`config.mk`:
```
export PLATFORM = sky130hd
export DESIGN_NAME = recv_port_sched
export DESIGN_NICKNAME = d
export VERILOG_FILES = /design/src/rtl/recv_pkg.sv /design/src/rtl/recv_port_sched_rr_pick.sv /design/src/rtl/recv_port_sched.sv
export SDC_FILE = /design/constraint.sdc
export NUM_CORES = 1
export LEC_CHECK = 0
export CORE_UTILIZATION = 47
export DETAILED_ROUTE_END_ITERATION = 10
export PLACE_DENSITY = 0.78
export SLEW_MARGIN = 5
export SYNTH_ARGS = -nofsm -noshare
export SYNTH_HDL_FRONTEND = slang
export SYNTH_SLANG_ARGS = --single-unit
```
`constraint.sdc`:
```
create_clock -name i_clk -period 3.1 [get_ports i_clk]
set_clock_uncertainty 0.1 [all_clocks]
set_input_delay 0.775 -clock i_clk [delete_from_list [all_inputs] [get_ports i_clk]]
set_output_delay 0.775 -clock i_clk [all_outputs]
set_load 0.01 [all_outputs]
```
`src/rtl/recv_pkg.sv`:
```
// Shared types and constants for the receiver-port scheduler.
package recv_pkg;

  // Scheduler FSM encoding.
  typedef enum logic [1:0] {
    ST_IDLE  = 2'd0,
    ST_START = 2'd1,
    ST_BUSY  = 2'd2,
    ST_ABORT = 2'd3
  } sched_state_t;

  // Completion status reported with done.
  typedef enum logic [1:0] {
    SUCCESS = 2'd0,
    ERROR   = 2'd1,
    TIMEOUT = 2'd2,
    DROPPED = 2'd3
  } sched_status_t;

  // Codes the receiver emits on its out/vld stream when a frame terminates.
  localparam logic [7:0] RX_ERR_CODE = 8'hF9;
  localparam logic [7:0] RX_OK_CODE  = 8'h00;

  // Classify a frame that ended with the receiver returning to ready.
  // No valid byte in the last busy cycle means the receiver silently dropped
  // the frame (destination MAC mismatch). An unknown terminal code is treated
  // as an error so it is never reported as a good frame.
  function automatic sched_status_t classify_end(input logic       last_vld,
                                                 input logic [7:0] last_out);
    sched_status_t st;
    if (!last_vld)                  st = DROPPED;
    else if (last_out == RX_OK_CODE) st = SUCCESS;
    else                            st = ERROR;
    return st;
  endfunction

endpackage

```
`src/rtl/recv_port_sched_rr_pick.sv`:
```
// Combinational round-robin picker: first requester at or after i_ptr,
// scanning upward modulo NUM_PORTS.
module rr_pick
  import recv_pkg::*;
#(
  parameter int NUM_PORTS = 4
) (
  input  logic [NUM_PORTS-1:0]         i_req,
  input  logic [$clog2(NUM_PORTS)-1:0] i_ptr,
  output logic [NUM_PORTS-1:0]         o_gnt,
  output logic [$clog2(NUM_PORTS)-1:0] o_gnt_idx,
  output logic                         o_any
);

  localparam int IW = $clog2(NUM_PORTS);

  logic [2*NUM_PORTS-1:0] w_dbl;
  logic [NUM_PORTS-1:0]   w_rot;
  logic [IW-1:0]          w_off;
  logic [IW:0]            w_sum;

  // Rotate requests so bit 0 corresponds to the port at i_ptr.
  assign w_dbl = {i_req, i_req} >> i_ptr;
  assign w_rot = w_dbl[NUM_PORTS-1:0];

  // Offset of the lowest set bit; scanning downward leaves the lowest winning.
  always_comb begin
    w_off = '0;
    for (int k = NUM_PORTS - 1; k >= 0; k--) begin
      if (w_rot[k]) w_off = IW'(k);
    end
  end

  // Undo the rotation; NUM_PORTS need not be a power of two.
  always_comb begin
    w_sum     = {1'b0, i_ptr} + {1'b0, w_off};
    o_gnt_idx = (w_sum >= (IW+1)'(NUM_PORTS)) ? IW'(w_sum - (IW+1)'(NUM_PORTS))
                                              : w_sum[IW-1:0];
  end

  assign o_any = |i_req;

  // One-hot grant, zero when nobody requests.
  always_comb begin
    o_gnt = '0;
    for (int i = 0; i < NUM_PORTS; i++) begin
      o_gnt[i] = o_any && (o_gnt_idx == IW'(i));
    end
  end

endmodule

```
`src/rtl/recv_port_sched.sv`:
```
// Round-robin scheduler sharing one frame receiver between NUM_PORTS ports.
//
// state    | meaning
// ---------+---------------------------------------------------------------
// ST_IDLE  | no grant; pick a requester once the receiver is ready
// ST_START | grant held, rx_start pulsed, receiver samples preamble byte 0
// ST_BUSY  | frame in flight; watchdog counting, last vld/out tracked
// ST_ABORT | watchdog expired; receiver held in reset for one cycle
module recv_port_sched
  import recv_pkg::*;
#(
  parameter int          NUM_PORTS      = 4,
  parameter logic [15:0] TIMEOUT_CYCLES = 16'd2048
) (
  input  logic                         i_clk,
  input  logic                         i_rst,
  input  logic [NUM_PORTS-1:0]         i_port_req,
  input  logic [NUM_PORTS*8-1:0]       i_port_data,
  output logic [NUM_PORTS-1:0]         o_port_grant,
  output logic                         o_rx_start,
  output logic [7:0]                   o_rx_data,
  output logic                         o_rx_rst,
  input  logic                         i_rx_ready,
  input  logic                         i_rx_vld,
  input  logic [7:0]                   i_rx_out,
  output logic                         o_done,
  output logic [$clog2(NUM_PORTS)-1:0] o_done_port,
  output logic [1:0]                   o_done_status
);

  localparam int IW = $clog2(NUM_PORTS);

  sched_state_t   r_state;
  sched_state_t   w_state_next;
  logic [NUM_PORTS-1:0] r_grant;
  logic [IW-1:0]  r_gnt_idx;
  logic [IW-1:0]  r_ptr;
  logic [15:0]    r_cnt;
  logic           r_last_vld;
  logic [7:0]     r_last_out;
  logic           r_done;
  logic [IW-1:0]  r_done_port;
  logic [1:0]     r_done_status;

  logic [NUM_PORTS-1:0] w_pick_gnt;
  logic [IW-1:0]  w_pick_idx;
  logic           w_pick_any;
  logic           w_take;
  logic           w_frame_end;
  logic           w_abort;
  logic           w_complete;
  logic           w_tmo_hit;
  logic [IW-1:0]  w_ptr_next;
  sched_status_t  w_end_status;
  logic [7:0]     w_rx_data;

  rr_pick #(
    .NUM_PORTS (NUM_PORTS)
  ) u_pick (
    .i_req     (i_port_req),
    .i_ptr     (r_ptr),
    .o_gnt     (w_pick_gnt),
    .o_gnt_idx (w_pick_idx),
    .o_any     (w_pick_any)
  );

  assign w_take       = (r_state == ST_IDLE) && i_rx_ready && w_pick_any;
  assign w_frame_end  = (r_state == ST_BUSY) && i_rx_ready;
  assign w_abort      = (r_state == ST_ABORT);
  assign w_complete   = w_frame_end || w_abort;
  assign w_tmo_hit    = (r_cnt == TIMEOUT_CYCLES - 16'd1);
  assign w_ptr_next   = (r_gnt_idx == IW'(NUM_PORTS - 1)) ? '0 : r_gnt_idx + IW'(1);
  assign w_end_status = classify_end(r_last_vld, r_last_out);

  // Next-state decode.
  always_comb begin
    w_state_next = r_state;
    case (r_state)
      ST_IDLE:  if (w_take) w_state_next = ST_START;
      ST_START: w_state_next = ST_BUSY;
      ST_BUSY: begin
        if (i_rx_ready)     w_state_next = ST_IDLE;
        else if (w_tmo_hit) w_state_next = ST_ABORT;
      end
      ST_ABORT: w_state_next = ST_IDLE;
      default:  w_state_next = ST_IDLE;
    endcase
  end

  // State register.
  always_ff @(posedge i_clk) begin
    if (i_rst) r_state <= ST_IDLE;
    else       r_state <= w_state_next;
  end

  // Grant latches at pick time and clears on the edge that raises done.
  always_ff @(posedge i_clk) begin
    if (i_rst) begin
      r_grant   <= '0;
      r_gnt_idx <= '0;
    end else if (w_take) begin
      r_grant   <= w_pick_gnt;
      r_gnt_idx <= w_pick_idx;
    end else if (w_complete) begin
      r_grant   <= '0;
    end
  end

  // Watchdog: cleared in START, counts every BUSY cycle that does not end.
  always_ff @(posedge i_clk) begin
    if (i_rst) begin
      r_cnt <= '0;
    end else if (r_state == ST_START) begin
      r_cnt <= '0;
    end else if ((r_state == ST_BUSY) && !i_rx_ready && !w_tmo_hit) begin
      r_cnt <= r_cnt + 16'd1;
    end
  end

  // Track the receiver's last out/vld; START clears them so a frame that ends
  // immediately is not classified with the previous frame's terminal byte.
  always_ff @(posedge i_clk) begin
    if (i_rst) begin
      r_last_vld <= 1'b0;
      r_last_out <= '0;
    end else if (r_state == ST_START) begin
      r_last_vld <= 1'b0;
      r_last_out <= '0;
    end else if (r_state == ST_BUSY) begin
      r_last_vld <= i_rx_vld;
      r_last_out <= i_rx_out;
    end
  end

  // Completion report: done pulses one cycle, port/status hold until the next.
  always_ff @(posedge i_clk) begin
    if (i_rst) begin
      r_done        <= 1'b0;
      r_done_port   <= '0;
      r_done_status <= '0;
    end else begin
      r_done <= w_complete;
      if (w_complete) begin
        r_done_port   <= r_gnt_idx;
        r_done_status <= w_abort ? TIMEOUT : w_end_status;
      end
    end
  end

  // Round-robin pointer advances past the port that just completed.
  always_ff @(posedge i_clk) begin
    if (i_rst)           r_ptr <= '0;
    else if (w_complete) r_ptr <= w_ptr_next;
  end

  // Byte mux from the registered grant; zero while nobody owns the receiver.
  always_comb begin
    w_rx_data = 8'h00;
    for (int i = 0; i < NUM_PORTS; i++) begin
      if (r_grant[i]) w_rx_data = i_port_data[i*8 +: 8];
    end
  end

  assign o_port_grant  = r_grant;
  assign o_rx_start    = (r_state == ST_START);
  assign o_rx_data     = w_rx_data;
  assign o_rx_rst      = i_rst || (r_state == ST_ABORT);
  assign o_done        = r_done;
  assign o_done_port   = r_done_port;
  assign o_done_status = r_done_status;

endmodule
```
==> results.py <==
metrics = {
    "synth": {
        "synth_top_cell_by_area": "dfxtp_1",
        "synth_xor_area_share_pct": 5.876,
        "syn-mean-instance-area_sq_um": 8.131,
        "synthDistinctLibCells": 51,
        "synthFlopType": "dfxtp_1",
        "synth-edff-count": 0,
        "synth_seq_cells": 40,
        "synth_cells": 275,
        "synthArstFlopShare_pct": 0,
        "synthAdderAreaFrac_pct": 1.679,
        "ys_top_cells_by_area": "dfxtp_1 (36%), nor2_1 (8.7%), a22oi_1 (5.4%)",
        "yosys.area_share.simple_pct": 28.71,
        "ys_top_cells_by_count": "nor2_1 (52), dfxtp_1 (40), nand2_1 (19)",
        "synth_nets": 326,
        "synth_top_family_by_area": "simple AND/OR/NAND/NOR gates",
        "synth_warnings": 0,
        "yosysSeqAreaShare_pct": 35.81,
        "netlist_area_sq_mm": 0.002236,
        "synthMuxAreaShare_pct": 5.876,
        "synth_most_common_cell": "nor2_1",
        "synth_top_area_share_pct": 35.81,
        "synth_compound_area_share_pct": 17.07,
    },
    "job": {
        "drv_cap": 0,
    },
    "min_path": {
        "worstHoldPathCells": 2,
        "hold_path_end": "o_done_status[0]",
        "hp-class": "reg -> reg",
        "min_from": "o_done_status[0]",
    },
    "floorplanning": {
        "ios": 67,
        "dieArea_sq_mm": 0.005037,
        "die-height_um": 70.97,
        "die_x_um": 70.97,
        "rows": 24,
        "coreArea_sq_mm": 0.004474,
        "start_util_pct": 49.97,
    },
    "routing": {
        "totalWireLength_mm": 5.369,
        "wl_per_cell_um": 13.80,
        "drt_iter0_markers": 102,
        "firstDrtPassIters": 7,
        "dr_total_vias": 2172,
        "drc": 7,
        "ant_nets": 0,
        "avgViaCountPerCell": 5.584,
    },
    "status": {
        "violations": "design-rule violations",
        "status": "complete, but fails checks",
    },
    "sta": {
        "tns_ns": 0,
        "grt_setup_unrepaired": "no",
        "fmax_ghz": 0.3662,
        "setup_ws_ns": 0.3689,
        "slew_viol_final": 0,
        "hold_viol": 0,
        "tightestPinTransition_ns": 0.6779,
        "worst_slew_margin_rel_pct": 54.47,
        "period_needed_ns": 2.731,
        "period_share_pct": 88.10,
        "setup_viol_count_final": 0,
    },
    "setup_path": {
        "cp_max_fo": 2,
        "slowest_stage": "clkdlybuf4s50_1",
        "critPathKind": "in -> out",
        "reg2reg_depth": 5,
        "crit_path_frequent_cell": "clkdlybuf4s50_1",
        "reg2reg_to": "r_cnt[0]",
        "r2r_start": "r_cnt[11]",
        "slowest_delay_ns": 0.52,
        "critPathArrivalTime_ns": 1.86,
        "crit_path_end_kind": "output pin",
        "cp.required_ns": 2.22,
        "rrSetupSlack_ns": 0.91,
        "worstPathCellList": "clkdlybuf4s50_1 -> a21o_1 -> clkdlybuf4s50_1",
        "start_kind": "input port",
    },
    "global_routing": {
        "grt_use_total_pct": 21.65,
        "grt_antenna_before_repair": 0,
        "grt_pass1_vias": 1932,
        "grt.overflow.total": 0,
        "grt_pass1_wl_mm": 8.797,
        "grt_max_degree": 25,
    },
    "cts": {
        "path_clk_slew_ns": 0.08,
        "htree_levels": 2,
        "clock-sinks": 40,
        "cts_buffer_depth": 2,
        "cts_buffers": 5,
        "clock_latency_ns": 0.29,
        "cts_root_buffer": "clkbuf_8",
        "cts_tree": "done",
    },
    "power_and_ir_drop": {
        "power_leakage_nw": 1.215,
        "power.total_mw": 1.122,
        "powerDensity_mw_per_mm2": 370.2,
        "p_comb_share_pct": 22.1,
        "p_sw_share_pct": 26.42,
        "clkPwrFrac_pct": 28.7,
        "vdd_ir_drop_max_mv": 0.2929,
        "p_int_mw": 0.8255,
        "switchingPower_mw": 0.2964,
        "p_seq_share_pct": 49.2,
    },
    "placed_design": {
        "dp_hpwl_mm": 4.019,
        "place_inst": 382,
        "gp_congestion": 0.8094,
        "portBuffers": 66,
        "pre_cts_slack_ns": 0.01846,
    },
    "layout": {
        "nets": 388,
        "fin_cells": 389,
        "num_antenna_cells": 0,
        "drive_above_1_share_pct": 10.39,
        "syn_to_final_growth_pct": 35.53,
    },
}
[what timing repair did]
action                     4_1_cts  5_1_grt
buffers inserted                 0        0
setup endpoints to repair        0        8
resized for setup                0        8
hold buffers                     0        0
[cell families after synthesis]
family                   after synthesis
AO/OA/AOI/OAI                         59
buffers and inverters                 25
AND/OR/NAND/NOR                      121
adder cells (fa/ha/maj)                3
XOR/XNOR                              15
flip-flops                            40
multiplexers                          12
[area by class of cell]
cell class | instances | area [sq um]
Inverter | 6 | 22.52
Tap cell | 52 | 65.06
Fill cell | 389 | 1444
Timing Repair Buffer | 74 | 740.7
Sequential cell | 40 | 800.8
Multi-Input combinational cell | 210 | 1324
Clock buffer | 6 | 72.57
Clock inverter | 1 | 5.005
[sequential cells by signal, summed over array words and instances, names as in the netlist]
name,cells
r_last_out,8
r_state,2
r_ptr,2
o_port_grant,4
o_done_status,2
o_done,1
r_last_vld,1
o_done_port,2
r_gnt_idx,2
r_cnt,16
[cells in the final DEF, fill, tap and decap left out, drive strengths merged, types with 2 or more instances in the layout]
cell type | synthesis | layout
nor3 | 10 | 10
mux2i | 3 | 3
or3b | 2 | 2
a211oi | 2 | 2
nor3b | 2 | 2
o21ai | 13 | 13
nor4 | 4 | 4
nand4 | 6 | 6
dfxtp | 40 | 40
o211ai | 2 | 2
a21oi | 16 | 16
mux2 | 9 | 9
nand3 | 6 | 6
xnor2 | 10 | 10
nand2 | 19 | 19
inv | 6 | 6
nor4b | 2 | 2
nor2 | 53 | 53
or2 | 2 | 2
nand2b | 5 | 5
ha | 3 | 3
o32ai | 2 | 2
dlymetal6s2s | 0 | 8
clkdlybuf4s50 | 0 | 58
or3 | 2 | 2
xor2 | 5 | 5
or4 | 2 | 2
clkbuf | 14 | 6
a22oi | 16 | 16
buf | 5 | 8
[critical path: cells and delay by family]
kind | cells | cell delay [ns]
buffers and inverters | 2 | 0.99
AO/OA/AOI/OAI | 1 | 0.08
[worst max path at each step]
stage / end / startpoint / slack, ns / cells past startpoint
floorplan: o_port_grant[1] / i_port_req[2] / 0.69 / 7
global placement: o_rx_data[0] / i_port_data[8] / 0.05 / 6
detailed placement: o_rx_data[3] / i_port_data[11] / 0.02 / 6
CTS: o_rx_data[3] / i_port_data[11] / 0.02 / 6
global route: o_rx_data[0] / i_port_data[8] / 0.27 / 6
finish: o_rx_rst / i_rst / 0.37 / 3
[per-stage QoR]
stage | utilization (%) | hold WS (ns) | cell area [sq um]
final | 67.73 | 0.3697 | 3030
after global routing | 67.73 | 0.3952 | 3030
after CTS | 67.28 | 0.3786 | 3010
after detailed placement | 65.55 | 0.3690 | 2933
after global placement | 65.55 | 0.3433 | 2933
after floorplan | - | 0.3613 | 2236
[routing by layer]
layer / part of all wire, % / global-route usage (%) / vias up
met2: 45 / 35.36 / 58
met1: 46 / 28.05 / 1008
li1: - / - / 1096
met3: 6.7 / 5.556 / 10
met4: 1.8 / 6.889 / 0
met5: 0 / 0 / -
[power by group through the flow]
stage	Combinational (mW)	Sequential [mW]	Clock, mW
detailed placement	0.253	0.563	0
floorplan	0.132	0.553	0
finish	0.248	0.552	0.322
CTS	0.253	0.551	0.333
global route	0.271	0.554	0.354
global placement	0.248	0.563	0
Note: power is estimated with default switching activity, not from simulation.
